==> src/rtl/tx_seq_ctrl.sv <==
// tx_seq_ctrl: single-clock sequencer for the QPSK transmit chain.
// A single sample-rate clock drives the whole chain. This block generates the
// enable strobes for the PRBS source and the tx pulse-shaping filter. It also
// owns run/stop control, the polyphase index, the zero-fill drain and the
// decimation strobe.
//
// Handshake: there is no valid/ready pair. i_start and i_stop are level
// requests sampled on every rising edge. i_start is acted on only in IDLE and
// i_stop only in RUN; the request is ignored in every other state. Every
// output strobe is exactly one clock wide and is registered.
//
// Timing: outputs are decoded from the next state and next phase count, then
// registered. In any cycle the outputs therefore describe that cycle's
// state/phase exactly. o_sym_count counts completed o_prbs_en pulses. It
// clears on the start edge and steps on the edge that ends each pulse.
module tx_seq_ctrl #(
  parameter int OS        = 4,   // samples per symbol, power of two, >= 2
  parameter int DRAIN_SYM = 6,   // zero symbols pushed through the filter on stop
  parameter int CNT_W     = 16,  // symbol counter width
  localparam int PH_W     = (OS > 1) ? $clog2(OS) : 1,
  localparam int DR_W     = $clog2(DRAIN_SYM + 1)
) (
  input  logic             clk,
  input  logic             rst,          // asynchronous, active low
  input  logic             i_start,
  input  logic             i_stop,
  input  logic [PH_W-1:0]  i_phase_sel,
  output logic             o_prbs_en,
  output logic             o_sym_en,
  output logic             o_tx_en,
  output logic             o_zero_fill,
  output logic [PH_W-1:0]  o_phase,
  output logic             o_rx_strobe,
  output logic             o_busy,
  output logic [CNT_W-1:0] o_sym_count,
  output logic [1:0]       o_state       // debug: current FSM state encoding
);

  typedef enum logic [1:0] {
    IDLE  = 2'd0,
    RUN   = 2'd1,
    DRAIN = 2'd2
  } state_t;

  localparam logic [PH_W-1:0] PH_LAST = PH_W'(OS - 1);
  localparam logic [DR_W-1:0] DR_LAST = DR_W'(DRAIN_SYM);

  state_t            state;
  state_t            state_n;
  logic [PH_W-1:0]   cnt;
  logic [PH_W-1:0]   cnt_n;
  logic              stop_pending;
  logic              stop_pending_n;
  logic [DR_W-1:0]   drain_cnt;
  logic [DR_W-1:0]   drain_cnt_n;
  logic [CNT_W-1:0]  sym_count_n;

  logic              prbs_en_n;
  logic              sym_en_n;
  logic              tx_en_n;
  logic              zero_fill_n;
  logic [PH_W-1:0]   phase_n;
  logic              rx_strobe_n;
  logic              busy_n;

  // Next-state logic: start/stop acceptance, phase wrap and drain length.
  always_comb begin
    state_n        = state;
    cnt_n          = cnt;
    stop_pending_n = stop_pending;
    drain_cnt_n    = drain_cnt;
    sym_count_n    = o_sym_count;

    // Count each completed PRBS pulse, holding at all-ones.
    if (o_prbs_en && (o_sym_count != {CNT_W{1'b1}})) begin
      sym_count_n = o_sym_count + CNT_W'(1);
    end

    case (state)
      IDLE: begin
        // Start wins over a simultaneous stop; stop is meaningless here.
        if (i_start) begin
          state_n        = RUN;
          cnt_n          = '0;
          stop_pending_n = 1'b0;
          sym_count_n    = '0;
        end
      end

      RUN: begin
        cnt_n = cnt + PH_W'(1);
        if (i_stop) begin
          stop_pending_n = 1'b1;
        end
        // Stop is deferred to the symbol boundary so the symbol in flight
        // still gets all OS samples.
        if ((cnt == PH_LAST) && (stop_pending || i_stop)) begin
          state_n     = DRAIN;
          drain_cnt_n = '0;
        end
      end

      DRAIN: begin
        cnt_n = cnt + PH_W'(1);
        if (cnt == '0) begin
          drain_cnt_n = drain_cnt + DR_W'(1);
        end
        // Leave on the last sample of the final zero symbol.
        if ((cnt == PH_LAST) && (drain_cnt == DR_LAST)) begin
          state_n        = IDLE;
          cnt_n          = '0;
          stop_pending_n = 1'b0;
          drain_cnt_n    = '0;
        end
      end

      default: begin
        state_n        = IDLE;
        cnt_n          = '0;
        stop_pending_n = 1'b0;
        drain_cnt_n    = '0;
      end
    endcase
  end

  // Output decode from the next state/phase so the registered outputs line up
  // with the cycle they describe.
  always_comb begin
    busy_n      = (state_n != IDLE);
    tx_en_n     = busy_n;
    phase_n     = busy_n ? cnt_n : '0;
    sym_en_n    = busy_n && (cnt_n == '0);
    prbs_en_n   = (state_n == RUN) && (cnt_n == '0);
    zero_fill_n = (state_n == DRAIN);
    rx_strobe_n = busy_n && (cnt_n == i_phase_sel);
  end

  // Control state registers.
  always_ff @(posedge clk or negedge rst) begin
    if (!rst) begin
      state        <= IDLE;
      cnt          <= '0;
      stop_pending <= 1'b0;
      drain_cnt    <= '0;
    end else begin
      state        <= state_n;
      cnt          <= cnt_n;
      stop_pending <= stop_pending_n;
      drain_cnt    <= drain_cnt_n;
    end
  end

  // Registered outputs.
  always_ff @(posedge clk or negedge rst) begin
    if (!rst) begin
      o_prbs_en   <= 1'b0;
      o_sym_en    <= 1'b0;
      o_tx_en     <= 1'b0;
      o_zero_fill <= 1'b0;
      o_phase     <= '0;
      o_rx_strobe <= 1'b0;
      o_busy      <= 1'b0;
      o_sym_count <= '0;
    end else begin
      o_prbs_en   <= prbs_en_n;
      o_sym_en    <= sym_en_n;
      o_tx_en     <= tx_en_n;
      o_zero_fill <= zero_fill_n;
      o_phase     <= phase_n;
      o_rx_strobe <= rx_strobe_n;
      o_busy      <= busy_n;
      o_sym_count <= sym_count_n;
    end
  end

  assign o_state = state;

endmodule

==> config.mk <==
export PLATFORM = sky130hd
export DESIGN_NAME = tx_seq_ctrl
export DESIGN_NICKNAME = d
export VERILOG_FILES = /design/src/rtl/tx_seq_ctrl.sv
export SDC_FILE = /design/constraint.sdc
export NUM_CORES = 1
export LEC_CHECK = 0
export ABC_AREA = 0
export CAP_MARGIN = 20
export CORE_ASPECT_RATIO = 0.75
export CORE_UTILIZATION = 50
export DETAILED_ROUTE_END_ITERATION = 7
export GPL_TIMING_DRIVEN = 0
export HOLD_SLACK_MARGIN = 0.08
export PLACE_DENSITY = 0.77
export SLEW_MARGIN = 20
export SYNTH_ARGS = -nofsm -noshare
export SYNTH_HDL_FRONTEND = slang
export SYNTH_SLANG_ARGS = --single-unit
==> constraint.sdc <==
create_clock -name clk -period 2.2 [get_ports clk]
set_input_delay 0.22 -clock clk [delete_from_list [all_inputs] [get_ports clk]]
set_output_delay 0.22 -clock clk [all_outputs]
set_load 0.05 [all_outputs]
# Word level (Yosys, flattened, before mapping)
# Index checks and enable logic that the tools add are counted.
# classes
mul,0
addsub,3
n_mux,19
shifts,0
n_eq_ne,13
reduce_logical,13
div_mod_pow,0
magnitude_cmp,0
bitwise,1
# op_table
operator,count
16-bit two-way mux,3
16-bit by 1-bit adder with 16-bit output (second input constant),1
16-bit != test (second input constant),1
2-bit two-way mux,6
2-bit one-hot mux with 3 select lines,2
3-bit two-way mux,3
3-bit one-hot mux with 3 select lines,1
2-bit != test (second input constant),4
2-bit == test (second input constant),3
1-bit logical AND,6
2-bit zero test,3
3-bit AND reduction,2
2-bit by 1-bit == test with 1-bit output (second input constant),2
3-bit by 1-bit adder with 3-bit output (second input constant),1
3-bit == test (second input constant),1
1-bit two-way mux,3
3-bit != test (second input constant),1
1-bit one-hot mux with 3 select lines,1
2-bit by 1-bit adder with 2-bit output (second input constant),1
2-bit == test,1
2-bit nonzero test,1
1-bit logical OR,1
1-bit NOT,1
# word_totals
romBits,0
latch_bits,0
output_inout_bits,26
n_memories,0
in_bits,6
ram_bits,0
word_cells,60
ff_bits,31

# Logic depth before layout (Yosys ltp)
# Gate-level depths: netlist of run 1.
# depth
ltp_word,6
ltp_mapped,7
mapped_depth_nobuf,6

# Least setup slack after synthesis of run 1
# Ideal clock, no wire load.
# synth_timing
path_type,flip-flop to flip-flop
from,register o_sym_count[0]
to,register o_sym_count[0]
path_buffers,2
required_ns,2.080
slack_ns,0.091
arrival_ns,1.989
setup_ns,0.120
path_stages_with_launch,8
synth_period_minus_slack_ns,2.109
cell_sequence,dfrtp_1 -> ha_1 -> nand3_1 -> o41ai_2 -> buf_6 -> buf_12 -> xor2_2 -> nor2_1
# synth_between
elab_chain_len,5
word_cells_on_any_way,6
cone_classes,1 x add/sub; 1 x eq/ne; 3 x mux; 1 x reduce/logical
# synth_rtl
element,line,rtl
"start, declared",35,"output logic [CNT_W-1:0] o_sym_count,"
"start signal, assigned",172,o_sym_count <= sym_count_n;
branches (longest 2 deep; another with 16-bit by 1-bit adder with 16-bit output),--,
16-bit two-way mux (*),75,if (o_prbs_en && (o_sym_count != {CNT_W{1'b1}})) begin
16-bit two-way mux,82,if (i_start) begin
16-bit two-way mux (*),79,case (state)
via sym_count_n[0],56,logic [CNT_W-1:0] sym_count_n;
# Mark *: on every way through the listed nets, which the timed path passes.
# A chain may end at the register's enable or synchronous reset.

# Final worst setup path of run 1
# Ends and elaborated chain as after synthesis.

==> impl_metrics.yaml, run 1 <==
floorplanning:
  dieArea_mm2: 0.00357
  die_w_um: 68.6
  chipHeight_um: 52.0
  initial_core_util_pct: 54.4
  ios: 32
  core_region_area_mm2: 0.00306
  row_count: 17
pwr:
  power.leakage_nw: 0.867
  power.total_mw: 2.54
  vdd_drop_max_v: 0.000873
  power.density_mw_per_mm2: 1200
synth:
  synthFlopType: "dfrtp_1"
  synthCells: 161
  synth_edf_count: 0
  synthArstFlopShare_pct: 100
  yosysUniqueCellTypes: 44
  syn_nets: 172
  synth_seq_cells: 31
  synth.avg_cell_area_um2: 10.3
  ys_warn_count: 0
  syn_area_mm2: 0.00167
  ys_seq_area_share_pct: 46.6
route:
  wl_met3_um: 193
  wl_met1_um: 1860
  wl_um: 3730
  antenna_left: 0
  drt_pre_antenna_iters: 4
  vias_per_cell: 5.97
  first_iter_violations: 146
  wl_met2_um: 1650
  drc: 0
  top_layer_used: "met4"
  wl_per_cell_um: 15.7
  num_vias: 1421
setup_path:
  cp-end-kind: "flop"
  timing.rr.end: "o_sym_count[0]"
  path_class: "reg -> reg"
  ff2ff_path_depth: 7
  arrival_ns: 2.19
  cp_max_fo: 10
  startpoint_type: "flop"
  reg2reg_slack_ns: 0.17
  crit_required_ns: 2.37
  r2r-start: "o_sym_count[0]"
timing:
  final_hold_viol_count: 0
  finalSetupTns_ns: 0
  final.period_utilization_pct: 92.1
  worstMarginPinSlew_ns: 0.677
  period_needed_ns: 2.03
  slew_headroom_pct: 54.5
  rsz0062_at_grt: "no"
  fmax_ghz: 0.493
  drv_slew: 0
  setup_viol: 0
  layout_setup_ws_ns: 0.173
  skew_ns: 0.00978
placement:
  gp_congestion: 0.858
  dpl.hpwl_um: 2650
  dp_slack_ns: 0.213
  portBuffers: 31
  dp_cells: 230
final_layout:
  diodes: 0
  drive_gt1_share_pct: 17.5
  num-fill-cells: 246
  final_nets: 211
  multi_input_area_um2: 817
  area_growth_pct: 27.0
  seqCellArea_um2: 776
  final_cells: 238
clock_tree:
  cts_buffer_depth: 2
  cts_resized: 0
  clock_tree.root_cell: "clkbuf_8"
  h-tree-depth: 2
  cts_buffers: 5
  clkLatencyLatePin_ns: 0.28
  clkSlewWorstSetupHoldPaths_ns: 0.07
  cts_tree: "done"
  clock_sinks: 31
  cts_setup_buffers: 0
global_routing:
  grt_pass1_vias: 1280
  grt_pass1_wl_um: 6110
  grt_usage_pct: 24.2
  grt_max_degree: 32
  antenna_found_initial: 0
  grt_overflow: 0
run_status:
  status: "completed"
hold_path:
  hold_path.class: "in -> async"
job:
  drv_cap: 0
[metrics by stage]
step                instance area [um2]  hold WS (ns)  utilization, %
floorplan                          1670       -0.0756               -
global placement                   2020         0.495            66.1
detailed placement                 2020         0.309            65.9
CTS                                2120         0.536            69.1
global route                       2120         0.553            69.1
finish                             2120         0.515            69.1
[routing by layer]
metal / vias up / global-route usage [%]
met5: - / 0
met4: 0 / 8.33
met3: 5 / 5.92
met2: 40 / 33.8
met1: 684 / 35.8
li1: 692 / -
[sequential cells by signal, summed over array words and instances (netlist names)]
name	flops
cnt	2
o_prbs_en	1
o_phase	2
drain_cnt	3
o_sym_en	1
o_state	2
o_rx_strobe	1
o_sym_count	16
stop_pending	1
o_busy	1
o_zero_fill	1
[cell families after synthesis]
logic type | count (synthesis) | share of synthesized area [%]
AO/OA/AOI/OAI | 47 | 21.3
XOR/XNOR | 1 | 0.977
adder cells (fa/ha/maj) | 5 | 3.76
buffers and inverters | 11 | 4.36
flip-flops | 31 | 46.6
AND/OR/NAND/NOR | 66 | 23.0
[what timing repair did]
item / 4_1_cts / 5_1_grt
hold endpoints to repair: 31 / 0
hold buffers: 1 / 0
endpoints found under the setup margin: 0 / 0
[power by group]
part	switching [mW]	internal [mW]
Clock	0.204	0.245
Sequential	0.145	0.703
Combinational	0.789	0.454
Total	1.14	1.40
[synthesized netlist by cell type, drive strengths merged, types with 3 or more instances]
library cell / number / area share, %
buf: 4 / 2.8
and4: 3 / 1.6
dfrtp: 31 / 47
o31ai: 5 / 2.6
nand2: 14 / 3.2
inv: 7 / 1.6
o41ai: 3 / 2.0
ha: 5 / 3.8
nand4: 6 / 2.6
or4: 5 / 2.3
nor2: 7 / 1.6
nor2b: 3 / 1.1
o21ai: 12 / 4.5
nand3: 8 / 2.4
or3: 8 / 3.5
a21oi: 13 / 5.3
nor3b: 3 / 1.4
[how the worst max path moves through the flow]
stage | from | to | cells past startpoint
floorplan | o_sym_count[0] | o_sym_count[0] | 7
global placement | o_sym_count[0] | o_sym_count[0] | 7
detailed placement | o_sym_count[0] | o_sym_count[0] | 7
CTS | o_sym_count[0] | o_sym_count[0] | 7
global route | o_sym_count[0] | o_sym_count[0] | 7
finish | o_sym_count[0] | o_sym_count[0] | 7
[area by class of cell]
| cell class | instances | share of cell area, % |
|---|---|---|
| inverters | 7 | 1.24 |
| well taps | 38 | 2.25 |
| repair buffers | 32 | 14.9 |
| plain buffers | 4 | 2.19 |
| clock buffers | 6 | 3.90 |
| clock inverters | 1 | 0.237 |
| multi-input cells | 119 | 38.6 |
| flip-flops and latches | 31 | 36.7 |
[worst max-delay path: stages (launching register included)]
cell and delay [ns]:
dfrtp_1 0.45, ha_1 0.21, nand3_1 0.19, o41ai_2 0.53, buf_6 0.22, buf_12 0.14
xor2_2 0.13, nor2_1 0.05
[cell usage in the layout (no fill, tap or decap), drive strengths merged, types with 2 or more instances in the layout]
master,Yosys,routed
nand3,8,8
nand4,6,6
nand2,14,14
a21o,2,2
dfrtp,31,31
o21ai,12,12
nand2b,2,2
a21oi,13,13
nor3b,3,3
or3,8,8
clkbuf,0,6
a211oi,2,2
and3,2,2
nor2b,3,3
o31ai,5,5
nor2,7,7
ha,5,5
or4,5,5
or2,2,2
buf,4,5
and4,3,3
o311ai,2,2
o41ai,3,3
clkdlybuf4s50,0,30
inv,7,7
nor3,2,2
(Power assumes the default switching activity.)
==> run 2, diff against run 1 <==
--- a/config.mk
+++ b/config.mk
@@ -6,7 +6,7 @@
 export NUM_CORES = 1
 export LEC_CHECK = 0
 export ABC_AREA = 0
-export CAP_MARGIN = 20
+export CAP_MARGIN = 10
 export CORE_ASPECT_RATIO = 0.75
 export CORE_UTILIZATION = 50
 export DETAILED_ROUTE_END_ITERATION = 7
==> results of run 2 <==
Same layout as run 1: the final DEF is identical, and so are final timing and power.
